==> src/rtl/booth_accumulator.sv <==
// Signed multiply-accumulate back end: sums N products from the booth multiplier per result.
// Optional macro BOOTH_ACC_SAT_EN clamps the accumulator on overflow instead of wrapping.
module booth_accumulator #(
    parameter int ACC_W = 12,
    parameter int N     = 4,
    parameter int CNT_W = $clog2(N + 1)
) (
    input  logic             clk,
    input  logic             rst,
    input  logic [7:0]       prod,
    input  logic             prod_valid,
    output logic             prod_ready,
    output logic [ACC_W-1:0] out_acc,
    output logic             out_valid,
    input  logic             out_ready,
    output logic             ovf,
    output logic [CNT_W-1:0] count
);

    typedef enum logic {ST_ACC, ST_DONE} state_t;

    state_t             state_reg, state_next;
    logic [ACC_W-1:0]   acc_reg, acc_next;
    logic [CNT_W-1:0]   count_reg, count_next;
    logic               ovf_reg, ovf_next;

    logic [ACC_W:0]     sum;
    logic               sum_ovf;
    logic [ACC_W-1:0]   add_result;

    // One guard bit above the accumulator; a sign mismatch in the top two bits means overflow.
    assign sum     = {acc_reg[ACC_W-1], acc_reg} + {{(ACC_W-7){prod[7]}}, prod};
    assign sum_ovf = sum[ACC_W] ^ sum[ACC_W-1];

`ifdef BOOTH_ACC_SAT_EN
    // The guard bit carries the sign of the true result, so it selects the clamp direction.
    always_comb begin
        add_result = sum[ACC_W-1:0];
        if (sum_ovf) begin
            add_result = sum[ACC_W] ? {1'b1, {(ACC_W-1){1'b0}}}
                                    : {1'b0, {(ACC_W-1){1'b1}}};
        end
    end
`else
    assign add_result = sum[ACC_W-1:0];
`endif

    always_ff @(posedge clk) begin
        if (rst) begin
            state_reg <= ST_ACC;
            acc_reg   <= '0;
            count_reg <= '0;
            ovf_reg   <= 1'b0;
        end else begin
            state_reg <= state_next;
            acc_reg   <= acc_next;
            count_reg <= count_next;
            ovf_reg   <= ovf_next;
        end
    end

    always_comb begin
        state_next = state_reg;
        acc_next   = acc_reg;
        count_next = count_reg;
        ovf_next   = ovf_reg;
        prod_ready = 1'b0;
        out_valid  = 1'b0;
        case (state_reg)
            ST_ACC: begin
                prod_ready = 1'b1;
                if (prod_valid) begin
                    acc_next   = add_result;
                    count_next = count_reg + CNT_W'(1);
                    ovf_next   = ovf_reg | sum_ovf;
                    if (count_reg == CNT_W'(N - 1)) begin
                        state_next = ST_DONE;
                    end
                end
            end
            ST_DONE: begin
                out_valid = 1'b1;
                if (out_ready) begin
                    acc_next   = '0;
                    count_next = '0;
                    ovf_next   = 1'b0;
                    state_next = ST_ACC;
                end
            end
            default: state_next = ST_ACC;
        endcase
    end

    assign out_acc = acc_reg;
    assign ovf     = ovf_reg;
    assign count   = count_reg;

endmodule

==> config.mk <==
export PLATFORM = sky130hd
export DESIGN_NAME = booth_accumulator
export DESIGN_NICKNAME = d
export VERILOG_FILES = /design/src/rtl/booth_accumulator.sv
export SDC_FILE = /design/constraint.sdc
export NUM_CORES = 1
export LEC_CHECK = 0
export ABC_AREA = 1
export CAP_MARGIN = 20
export CORE_MARGIN = 5
export CORE_UTILIZATION = 45
export DETAILED_ROUTE_END_ITERATION = 6
export PLACE_DENSITY = 0.71
export SLEW_MARGIN = 0
export SYNTH_ARGS = -nofsm -noshare
export SYNTH_HDL_FRONTEND = slang
export SYNTH_SLANG_ARGS = --single-unit
==> constraint.sdc <==
create_clock -name clk -period 2.1 [get_ports clk]
set_clock_uncertainty 0.05 [all_clocks]
set_input_delay 0.42 -clock clk [delete_from_list [all_inputs] [get_ports clk]]
set_output_delay 0.42 -clock clk [all_outputs]
set_load 0.02 [all_outputs]
# == After elaboration in Yosys (flattened, before gate mapping) ==
# Cells that the tools add are included.
# classes
addsub,2
n_eq_ne,3
mux,15
bitwise_logic,3
n_reduce_logical,1
# op_table
op,count
$mux W12,2
$pmux W12 S2,1
$add A12 B8 Y13,1
$mux W1,7
$mux W3,2
$pmux W3 S2,1
$ne A2 B2 Y1 const B,2
$pmux W1 S2,2
$add A3 B1 Y3 const B,1
$eq A3 B2 Y1 const B,1
$reduce_and A2 Y1,1
$not A1 Y1,1
$or A1 B1 Y1,1
$xor A1 B1 Y1,1
# totals
regBits,17
in_bits,12
output_inout_bits,18
elab_cells,28

# == Longest topological paths before layout ==
# logic_depth
depth_word,5
mapped_depth,11

# == Worst setup path before layout ==
# OpenSTA, ideal clock, no wires.
# synth_path
path_type,in2reg
start,input prod[0]
end,register acc_reg[8] (netlist: out_acc[8])
setup_ns,0.114
arrival_time_ns,1.701
required_time_ns,1.936
slack_ns,0.235
stages,9
path_buffers,0
path_cell_list,ha_1 > fa_1 > nand3_1 > nand3_1 > nand2_1 > nand3_1 > or2_1 > nand2_1 > a21oi_2
# synth_between
elab_chain_cells,3
# synth_rtl
item,line,source
"start, declared",10,"input logic [7:0] prod,"
$add A12 B8 Y13,32,"assign sum = {acc_reg[ACC_W-1], acc_reg} + {{(ACC_W-7){prod[7]}}, prod};"
$mux W12,72,if (prod_valid) begin
$pmux W12 S2,69,case (state_reg)
"end signal, assigned",56,acc_reg <= acc_next;
"end, declared",23,"logic [ACC_W-1:0] acc_reg, acc_next;"
# Every way passes these cells. The select of a mux whose other input is x is not followed.
# A chain may end at the register's enable or synchronous reset.

# == Final worst setup path ==
# Same ends and word-level chain as after synthesis.

==> impl_results.md <==
- First-pass GRT wire length: 5.62 mm
- CTS sink cnt: 17
- Mapped Nets: 241
- Clock transition at path regs: 110 ps
- Initial antenna violation count: 0
- CTS Buffer Depth: 2
- H-tree depth: 1
- Final core utilization: 0.617
- Vias: 1439
- Max reg flops: 12
- Initial Util: 0.455
- Post-synthesis xor/xnor area fraction: 0
- P&R area growth vs syn: 35.7%
- Final HPWL DP: 2.69 mm
- Chip height: 64.9 um
- IO buf count: 29
- Register area share after synthesis: 0.251
- Avg WL per Cell: approximately 11 um
- Layout cell share with drive strength beyond 1: 0.160
- Critical R2R Launch: out_acc[0]$_SDFFE_PP0P_
- Syn Inst Count: about 210
- Final period utilization: 0.949
- Synth unique cells: 22
- DRC Markers: 0
- Status: complete, no violations
- Cell Area, Synth: between 0.001 and 0.0015 mm2
- P_leak: 0.000911 uW
- DRT Pass-1 Iters: 4
- Post-synthesis adder-cell area fraction: 0.144
- TritonCTS clock tree: done
- Most common cell after layout, fill and taps aside: nand2_1
- Mux cell area share after synthesis: 0
- Main combinational cell family by area after synthesis: simple AND/OR/NAND/NOR gates
- Reg2Reg Depth: 9
- P per Cell Area: 581 mW/mm2
- Ant diodes: 0
- Final wirelength: 3.39 mm
- CTS buffer count: 3
- Worst Hold Class: register to register
- R2R Path End: out_acc[8]$_SDFFE_PP0P_
- Sequential cell area: between 300 and 400 um2
- Overflow after GRT: 0
- Initial drt markers: 83
- Setup repair after global routing missed its margin: no
- Die Width: approximately 65 um
- Max-slew violation count: 0
- Max Cap Viol: 0
- Hold Buf Count CTS: 0
- Final worst slack: 107 ps
- Final setup viols: 0
- Vias per cell: 4.88
- Final Hold Fails: 0
- Placed instance area: between 0.0015 and 0.002 mm2
- Compound-Gate Fraction of Synth Area: 0.142
- IO Pins: 30
- Hold EP: ovf$_SDFFE_PP0P_
- Hold path cells: 2
- Pre-CTS setup slack: -238 ps
- Worst-Margin Slew: ~280 ps
- Critical path capture point type: register
- Flop-to-flop setup slack: 300 ps
- Die footprint: 0.00421 mm2
- Min Tclk post-route: 1990 ps
- Simple-gate share of the synthesized area: 0.373
- Worst-Skew Late Latency: 300 ps
- Final ANT Viol Nets: 0
- Postcts setup bufs: 0
- CP Max Fanout: 3
- Crit Path Class: input pin to register
- Worst VDD drop: 0.295 mV
- Gr usage total: 0.166
- Fmax: 0.502 GHz
- Layout net count: between 200 and 300
- Most frequent cells in the layout: nand2_1, clkdlybuf4s50_1, inv_1, a21oi_1
- Min-delay src: ovf$_SDFFE_PP0P_
- Vias in the first global route: about 1300
- Worst path arrival time: about 2100 ps
- Num rows: 20
- Fillers: 303
- Footprint of the multi-input gates: 901 um2
- CP Launch Type: input pin
- Root Buffer: clkbuf_4
- Flop and latch count out of synthesis: 17
- Worst EP required: about 2200 ps
- Slew HR: 0.813
- Largest net degree at the start of global routing: 14
- Core ar.: around 0.0030 mm2
- GPL Wtd Cong: 0.916
- Warnings from Yosys: 0
- Design area: 0.00184 mm2
- Avg Synthesized Cell Area: 6.33 um2
critical path: stages:
cell and delay (ps):
clkdlybuf4s50_1 400, ha_1 220, fa_1 400, nand3_1 100
nand3_2 100, nand2_1 80, nand3_1 70, or2_1 220
nand2_1 70, a21oi_2 50
per-stage QoR:
| stage | total power (uW) | hold slack, ps | setup TNS (ps) | std cells |
|---|---|---|---|---|
| 5_1_grt | 1160 | 436 | 0 | 295 |
| 3_5_place_dp | 887 | 403 | -1100 | 291 |
| 3_3_place_gp | 883 | 406 | -973 | 291 |
| 6_report | 1070 | 420 | 0 | 295 |
| 2_1_floorplan | 689 | 432 | 0 | 214 |
| 4_1_cts | 1080 | 420 | 0 | 295 |
layer usage:
| layer | wire length (um) | global-route usage | share of wire |
|---|---|---|---|
| met1 | 1700 | 0.233 | 0.50 |
| met2 | 1540 | 0.269 | 0.46 |
| met3 | 103 | 0.0156 | 0.030 |
| met4 | 35 | 0.0475 | 0.010 |
| met5 | 0 | 0 | 0 |
synth_stat cells:
cell / n / area share
nor2_1: 15 / 0.042
or2_1: 1 / 0.0046
nand4_1: 4 / 0.018
buf_4: 1 / 0.0055
o22ai_1: 1 / 0.0046
inv_1: 24 / 0.067
nand3_2: 1 / 0.0074
o21ai_0: 6 / 0.022
a21o_1: 2 / 0.011
a21oi_1: 22 / 0.081
nand2_2: 5 / 0.023
o21ai_1: 1 / 0.0037
inv_2: 5 / 0.014
nand2_4: 1 / 0.0083
a21oi_2: 3 / 0.019
dfxtp_1: 17 / 0.25
nand3_1: 17 / 0.063
nand2_1: 68 / 0.19
nor2_2: 4 / 0.018
fa_1: 1 / 0.015
clkbuf_1: 1 / 0.0028
ha_1: 14 / 0.13
where the power goes:
group | total, uW | internal, uW | switching, uW
clock | 185 | 70.9 | 114
combinational | 503 | 230 | 273
sequential | 380 | 355 | 25.1
cells by family (layout without fill, tap and decap cells):
logic type,Yosys count,after routing
simple gates,116,116
buf+inv,31,79
flops,17,17
compound gates,35,35
fa+ha+maj,15,15
area by class of cell:
cell class                 instances  area share
inverter                          29      0.0593
timing repair buffer              46       0.228
clock buffer                       3      0.0123
clock inverter                     1     0.00272
tap                               33      0.0225
multi-input combinational        166       0.490
sequential                        17       0.185
repair_timing:
| action | CTS | global route |
|---|---|---|
| setup endpoints to repair | 0 | 2 |
| gates resized for setup | 0 | 2 |
| endpoints found under the hold margin | 0 | 0 |
worst max path at each step:
stage            start                      end  slack [ps]  cells after the start
3_3_place_gp   prod[0]  out_acc[8]$_SDFFE_PP0P_        -200                     10
3_5_place_dp   prod[0]  out_acc[8]$_SDFFE_PP0P_        -240                     10
5_1_grt        prod[0]  out_acc[6]$_SDFFE_PP0P_          20                     10
4_1_cts        prod[0]  out_acc[8]$_SDFFE_PP0P_          80                     10
2_1_floorplan  prod[0]  out_acc[8]$_SDFFE_PP0P_         230                      9
6_report       prod[0]  out_acc[8]$_SDFFE_PP0P_         110                     10
Power figures use the tool's default switching activity.
